[config.mk]
export PLATFORM = sky130hd
export DESIGN_NAME = sd_dat_rx_deser
export DESIGN_NICKNAME = d
export VERILOG_FILES = /design/src/rtl/sd_dat_rx_deser.sv
export SDC_FILE = /design/constraint.sdc
export NUM_CORES = 1
export LEC_CHECK = 0
export BUFFER_PORTS_ARGS = -buffer_cell sky130_fd_sc_hd__buf_2
export CORE_AREA = 2 2 71 73
export CTS_BUF_LIST = sky130_fd_sc_hd__clkbuf_2
export DETAILED_ROUTE_END_ITERATION = 12
export DIE_AREA = 0 0 73 75
export PLACE_DENSITY_LB_ADDON = 0.2
export SYNTH_ARGS = -nofsm -noshare
export SYNTH_HDL_FRONTEND = slang
export SYNTH_SLANG_ARGS = --single-unit
[constraint.sdc]
create_clock -name clk -period 2 [get_ports clk]
set_input_delay 0.1 -clock clk [delete_from_list [all_inputs] [get_ports clk]]
set_output_delay 0.1 -clock clk [all_outputs]
set_load 0.005 [all_outputs]
[src/rtl/sd_dat_rx_deser.sv]
// SD DAT0 block receiver: start-bit hunt, MSB-first byte deserialiser, CRC16 + end-bit check.
// Latency: we/byte_out 1 clk after the sample_en that captures a byte's LSB; done 1 clk after end-bit sample.
// No backpressure: paced only by sample_en. Optional CRC16 check under SD_CRC16_CHECK_EN.
module sd_dat_rx_deser #(
    parameter int BLK_BYTES = 512,
    parameter int TIMEOUT   = 65535
) (
    input  logic       clk,
    input  logic       rst,
    input  logic       sample_en,
    input  logic       sd_dat,
    input  logic       start,
    input  logic       abort,
    output logic [7:0] byte_out,
    output logic [1:0] byte_sel,
    output logic       we,
    output logic       word_done,
    output logic       busy,
    output logic       done,
    output logic       crc_err,
    output logic       end_err,
    output logic       timeout
);

    localparam int BCW = $clog2(BLK_BYTES);
    localparam int TW  = $clog2(TIMEOUT + 1);
    localparam logic [BCW-1:0] LAST_BYTE = BCW'(BLK_BYTES - 1);
    localparam logic [TW-1:0]  TMO_LAST  = TW'(TIMEOUT - 1);

    typedef enum logic [2:0] {
        IDLE,
        WAIT_START,
        DATA,
        CRC,
        END_BIT,
        DONE
    } state_t;

    state_t         state;
    logic [6:0]     shift_reg;
    logic [2:0]     bit_cnt;
    logic [BCW-1:0] byte_cnt;
    logic [3:0]     crc_cnt;
    logic [TW-1:0]  tmo_cnt;

`ifdef SD_CRC16_CHECK_EN
    logic [15:0] calc_crc;
    logic [15:0] rx_crc;
    logic [15:0] crc_next;
    logic        crc_err_r;

    // Serial CRC16-CCITT (x^16 + x^12 + x^5 + 1), one data bit per sample.
    assign crc_next = {calc_crc[14:0], 1'b0} ^ ({16{calc_crc[15] ^ sd_dat}} & 16'h1021);
    assign crc_err  = crc_err_r;
`else
    assign crc_err  = 1'b0;
`endif

    always_ff @(posedge clk or posedge rst) begin
        if (rst) begin
            state     <= IDLE;
            shift_reg <= '0;
            bit_cnt   <= '0;
            byte_cnt  <= '0;
            crc_cnt   <= '0;
            tmo_cnt   <= '0;
            byte_out  <= '0;
            byte_sel  <= '0;
            we        <= 1'b0;
            word_done <= 1'b0;
            busy      <= 1'b0;
            done      <= 1'b0;
            end_err   <= 1'b0;
            timeout   <= 1'b0;
`ifdef SD_CRC16_CHECK_EN
            calc_crc  <= '0;
            rx_crc    <= '0;
            crc_err_r <= 1'b0;
`endif
        end else begin
            we        <= 1'b0;
            word_done <= 1'b0;
            done      <= 1'b0;
            timeout   <= 1'b0;
            if (abort) begin
                state <= IDLE;
                busy  <= 1'b0;
            end else begin
                case (state)
                    IDLE: begin
                        if (start) begin
                            state     <= WAIT_START;
                            busy      <= 1'b1;
                            end_err   <= 1'b0;
                            tmo_cnt   <= '0;
`ifdef SD_CRC16_CHECK_EN
                            crc_err_r <= 1'b0;
`endif
                        end
                    end
                    WAIT_START: begin
                        if (sample_en) begin
                            if (!sd_dat) begin
                                state    <= DATA;
                                bit_cnt  <= '0;
                                byte_cnt <= '0;
`ifdef SD_CRC16_CHECK_EN
                                calc_crc <= '0;
`endif
                            end else begin
                                tmo_cnt <= tmo_cnt + 1'b1;
                                if (tmo_cnt == TMO_LAST) begin
                                    timeout <= 1'b1;
                                    state   <= IDLE;
                                    busy    <= 1'b0;
                                end
                            end
                        end
                    end
                    DATA: begin
                        if (sample_en) begin
                            shift_reg <= {shift_reg[5:0], sd_dat};
                            bit_cnt   <= bit_cnt + 1'b1;
`ifdef SD_CRC16_CHECK_EN
                            calc_crc  <= crc_next;
`endif
                            if (bit_cnt == 3'd7) begin
                                byte_out  <= {shift_reg, sd_dat};
                                byte_sel  <= byte_cnt[1:0];
                                we        <= 1'b1;
                                word_done <= &byte_cnt[1:0];
                                byte_cnt  <= byte_cnt + 1'b1;
                                if (byte_cnt == LAST_BYTE) begin
                                    state   <= CRC;
                                    crc_cnt <= '0;
                                end
                            end
                        end
                    end
                    CRC: begin
                        if (sample_en) begin
`ifdef SD_CRC16_CHECK_EN
                            rx_crc  <= {rx_crc[14:0], sd_dat};
`endif
                            crc_cnt <= crc_cnt + 1'b1;
                            if (crc_cnt == 4'd15)
                                state <= END_BIT;
                        end
                    end
                    END_BIT: begin
                        if (sample_en) begin
                            end_err   <= ~sd_dat;
`ifdef SD_CRC16_CHECK_EN
                            crc_err_r <= (calc_crc != rx_crc);
`endif
                            done      <= 1'b1;
                            state     <= DONE;
                        end
                    end
                    DONE: begin
                        // done is visible for exactly this one clk while still busy
                        state <= IDLE;
                        busy  <= 1'b0;
                    end
                    default: begin
                        state <= IDLE;
                        busy  <= 1'b0;
                    end
                endcase
            end
        end
    end

endmodule

* Word level (Yosys, flattened, before mapping)
Index checks and enable logic that the tools add are counted.
Operators by class: multiplexer cells 55, add/subtract/negate cells 4, equal/unequal tests 29, bitwise gates (word level) 2, reductions and logical operators 16
Operator list (count):
- 16-bit two-way mux | 3
- 3-bit two-way mux | 14
- 9-bit two-way mux | 4
- 16-bit case mux with 2 select lines | 1
- 3-bit != test, second input constant | 10
- 1-bit two-way mux | 23
- 2-bit != test, second input constant | 9
- 9-bit case mux with 2 select lines | 1
- 16-bit by 1-bit adder with 16-bit output, second input constant | 1
- 16-bit == test, second input constant | 1
- 4-bit two-way mux | 4
- 3-bit case mux with 5 select lines | 1
- 5-bit AND reduction | 3
- 6-bit AND reduction | 2
- 9-bit by 1-bit adder with 9-bit output, second input constant | 1
- 9-bit == test, second input constant | 1
- 9-bit AND reduction | 1
- 4-bit case mux with 2 select lines | 1
- 4-bit AND reduction | 2
- 2-bit nonzero test | 4
- 3-bit by 2-bit == test with 1-bit output, second input constant | 2
- 3-bit == test, second input constant | 2
- 3-bit case mux with 2 select lines | 1
- 4-bit by 1-bit adder with 4-bit output, second input constant | 1
- other kinds (12) | 13
Storage, ports and cells: input port bits 6, logic and storage cells 120, register bits after elaboration 58

* Depth between registers and ports, before layout
word-level depth 6, gate-level depth with buffers 8

* Worst setup path after synthesis
No wires, ideal clock.
kind register -> register, start register bit_cnt[0], end register byte_out[2], period minus slack after synthesis 1751 ps, data arrival time 1627 ps, path buffers 1, cell stages (with the launch flop) 7, slack 249 ps, required time 1875 ps, path through dfrtp_1 > ha_1 > ha_1 > nand2_1 > nor4_4 > buf_2 > mux2_2
On the way: longest elaborated chain between the ends 2
RTL lines:
- from (decl) | RTL line 41 | logic [2:0] bit_cnt;
- from (signal assigned) | RTL line 123 | bit_cnt <= bit_cnt + 1'b1;
- 3-bit == test | RTL line 127 | if (bit_cnt == 3'd7) begin
- 4-bit AND reduction (no source line)
- to (signal assigned) | RTL line 128 | byte_out <= {shift_reg, sd_dat};
- to (decl) | RTL line 14 | output logic [7:0] byte_out,
No other way between the ends. A chain may end at the register's enable or synchronous reset.

* Final worst setup path
start register bit_cnt[1], end register byte_cnt[7]
On the way: longest elaborated chain between the ends 3
RTL lines:
- 3-bit == test | RTL line 127
- 2-bit != test (no source line)
- 6-bit AND reduction (no source line)
- to (signal assigned) | RTL line 132 | byte_cnt <= byte_cnt + 1'b1;
- to (decl) | RTL line 42 | logic [BCW-1:0] byte_cnt;
No other way between the ends.

==> impl_metrics.yaml <==
die:
  start_util: 0.612
  core_mm2: 0.00466
  fp-row-count: 25
  top_level_ports: 23
  die-height_um: 75
  die_w_um: 73
  die-area_mm2: 0.00548
finish:
  final_util: 0.699
  registers.top_by_ff_count: "tmo_cnt"
  syn2layout_area_growth_pct: 14.1
  layout-drive-gt1-share: 0.248
  largestRegisters: "tmo_cnt x16, byte_cnt x9, byte_out x8"
  largest_reg_flops: 16
  num_antenna_cells: 0
  nets: 315
  fill_cells: 350
synth:
  synth_edf_count: 0
  syn_avg_cell_area_um2: 10.9
  ys_seq_area_frac: 0.509
  synthDistinctLibCells: 52
  yosys_warnings: 0
  ys_top_cells_by_count: "dfrtp_1, mux2_2, o21ai_0"
  syn_area_mm2: 0.00285
  ys_top_cells_by_area: "dfrtp_1, mux2_2, o21ai_0"
  synth_cells: 263
  yosys.area.top_type: "dfrtp_1"
  synth_top_area_share: 0.509
  post-synth-top-count-cell: "dfrtp_1"
  synth_ff_type: "dfrtp_1"
  async_reset_ff_frac: 1.00
  synth-seq-cells: 58
  syn_nets: 276
timing:
  setup_violations: 0
  worst_clock_skew_ns: 0.0228
  min_period_ns: 1.91
  tns_ns: 0
  rsz0062_at_grt: "no"
  hold_violations: 0
  finalCritPeriodShare: 0.955
  slew_headroom: 0.648
  max_freq_mhz: 524
  maxSlewViolCount: 0
  tightestPinTransition_ns: 0.527
route:
  routed_wl_um: 5490
  antenna_left: 0
  drc: 0
  post_drt_wl_per_cell_um: 15.2
  first_pass_iters: 6
  vias: 2123
  drt_iter0_drc: 165
  vias_per_cell: 5.88
worst_setup_path:
  worst-setup-path-type: "reg2reg"
  crit_path_max_fanout: 5
  crit_arrival_ns: 2.32
  crit_path_end_kind: "register"
  critPathRequiredTime_ns: 2.41
  startpoint_type: "register"
clock_tree:
  cts-htree-levels: 3
  cts_tree: "yes"
  numCtsBuffers: 9
  clk_latency_ns: 0.48
  root_buffer: "clkbuf_2"
  clockBufferDepth: 2
  clock-sinks: 58
  cts.clk_slew.worst_paths_ns: 0.17
placed_design:
  port_buffers: 21
  dp_hpwl_um: 3800
  gp_congestion: 0.787
global_route:
  grt_first_pass_wirelength_um: 9320
  antenna_found_initial: 0
  grtUsageTotal: 0.224
  grt-ovfl-total: 0
  grt_pass1_vias: 1995
  grt_max_degree: 35
worst_hold_path:
  hold_path_class: "in2reg"
pwr:
  swShare: 0.300
  intPower_mw: 1.83
  p_leak_nw: 1.56
  power_frac_comb: 0.170
  clkPwrFrac: 0.316
  vdd_drop_max_v: 0.000540
  p_per_area_mw_per_mm2: 803
  seqPwrFrac: 0.514
  p_sw_mw: 0.784
job:
  drv_cap: 0
run_status:
  status: "finished clean"
[layout make-up]
cell class,count,area [µm²],share of cell area
Clock inverter,7,83.8,0.0257
Sequential cell,58,1450,0.446
Timing Repair Buffer,38,253,0.0776
Inverter,8,30.0,0.00922
Clock buffer,9,45.0,0.0138
Multi-Input combinational cell,187,1330,0.407
Tap cell,54,67.6,0.0207
[metrics by stage]
step / hold WS (ns) / total power, mW / cell area (µm²) / setup WS [ns] / std cells
floorplan: 0.209 / 1.66 / 2850 / 0.249 / 263
global placement: 0.172 / 1.78 / 3100 / 0.164 / 342
detailed placement: 0.173 / 1.80 / 3100 / 0.103 / 342
CTS: 0.0104 / 2.64 / 3260 / 0.0729 / 361
global route: 0.0397 / 2.75 / 3260 / 0.00264 / 361
finish: 0.0441 / 2.61 / 3260 / 0.0903 / 361
[cells by family after synthesis]
family          count (synthesis)  share of synthesized area
fa+ha+maj                       7                     0.0307
buf+inv                        18                     0.0272
mux                            19                     0.0750
simple gates                   90                      0.191
flops                          58                      0.509
other cells                     1                    0.00131
compound gates                 61                      0.139
xor+xnor                        9                     0.0276
[path summary, 6_finish.rpt]
path                                   from  slack, ns          end  cells after the start
worst max register to register   bit_cnt[1]       0.09  byte_cnt[7]                      6
worst min register to register  byte_sel[1]       0.52  byte_sel[1]                      1
worst min-delay path                  start       0.04  tmo_cnt[13]                      3
max in group asynchronous               rst       1.24     state[0]                      4
worst max-delay path             bit_cnt[1]       0.09  byte_cnt[7]                      6
min in group asynchronous               rst       0.18  byte_cnt[5]                      3
[routing by layer]
layer / GRT usage / part of all wire
met5: 0 / 0
met4: 0.105 / 0.011
met3: 0.0482 / 0.037
met2: 0.331 / 0.46
met1: 0.317 / 0.49
[power by group through the flow]
stage	Sequential [mW]	Combinational [mW]	Clock, mW
6_report	1.34	0.445	0.826
5_1_grt	1.36	0.502	0.893
4_1_cts	1.34	0.446	0.852
3_5_place_dp	1.36	0.438	0
3_3_place_gp	1.36	0.429	0
2_1_floorplan	1.31	0.346	0
[cell usage in the layout (no fill, tap or decap), drive strengths merged, types with 3 or more instances in the layout]
cell / n
nor3: 3
xnor2: 4
nor2: 16
ha: 7
nand4: 4
mux2: 19
xor2: 5
clkinv: 4
nor3b: 3
o31ai: 4
inv: 8
o211ai: 5
a22o: 3
dlygate4sd3: 3
or3: 9
o21ai: 20
clkbuf: 9
a21oi: 16
and4: 4
dfrtp: 58
nand2: 17
buf: 35
o2111ai: 3
and3: 6
nand3: 9
or4: 4
[worst max-delay path: stages (launching register included)]
cell and delay (ns):
dfrtp_1 0.40, ha_1 0.16, ha_1 0.22, and4bb_2 0.32, o21ai_2 0.09, or4_1 0.50, a21oi_1 0.15
[repair_timing]
item | 4_1_cts | 5_1_grt
hold buffers | 3 | 0
resized for setup | 0 | 2
setup endpoints to repair | 0 | 6
endpoints found under the hold margin | 31 | 0
setup buffers | 0 | 0
No activity file was read; power rests on OpenSTA's default activity.
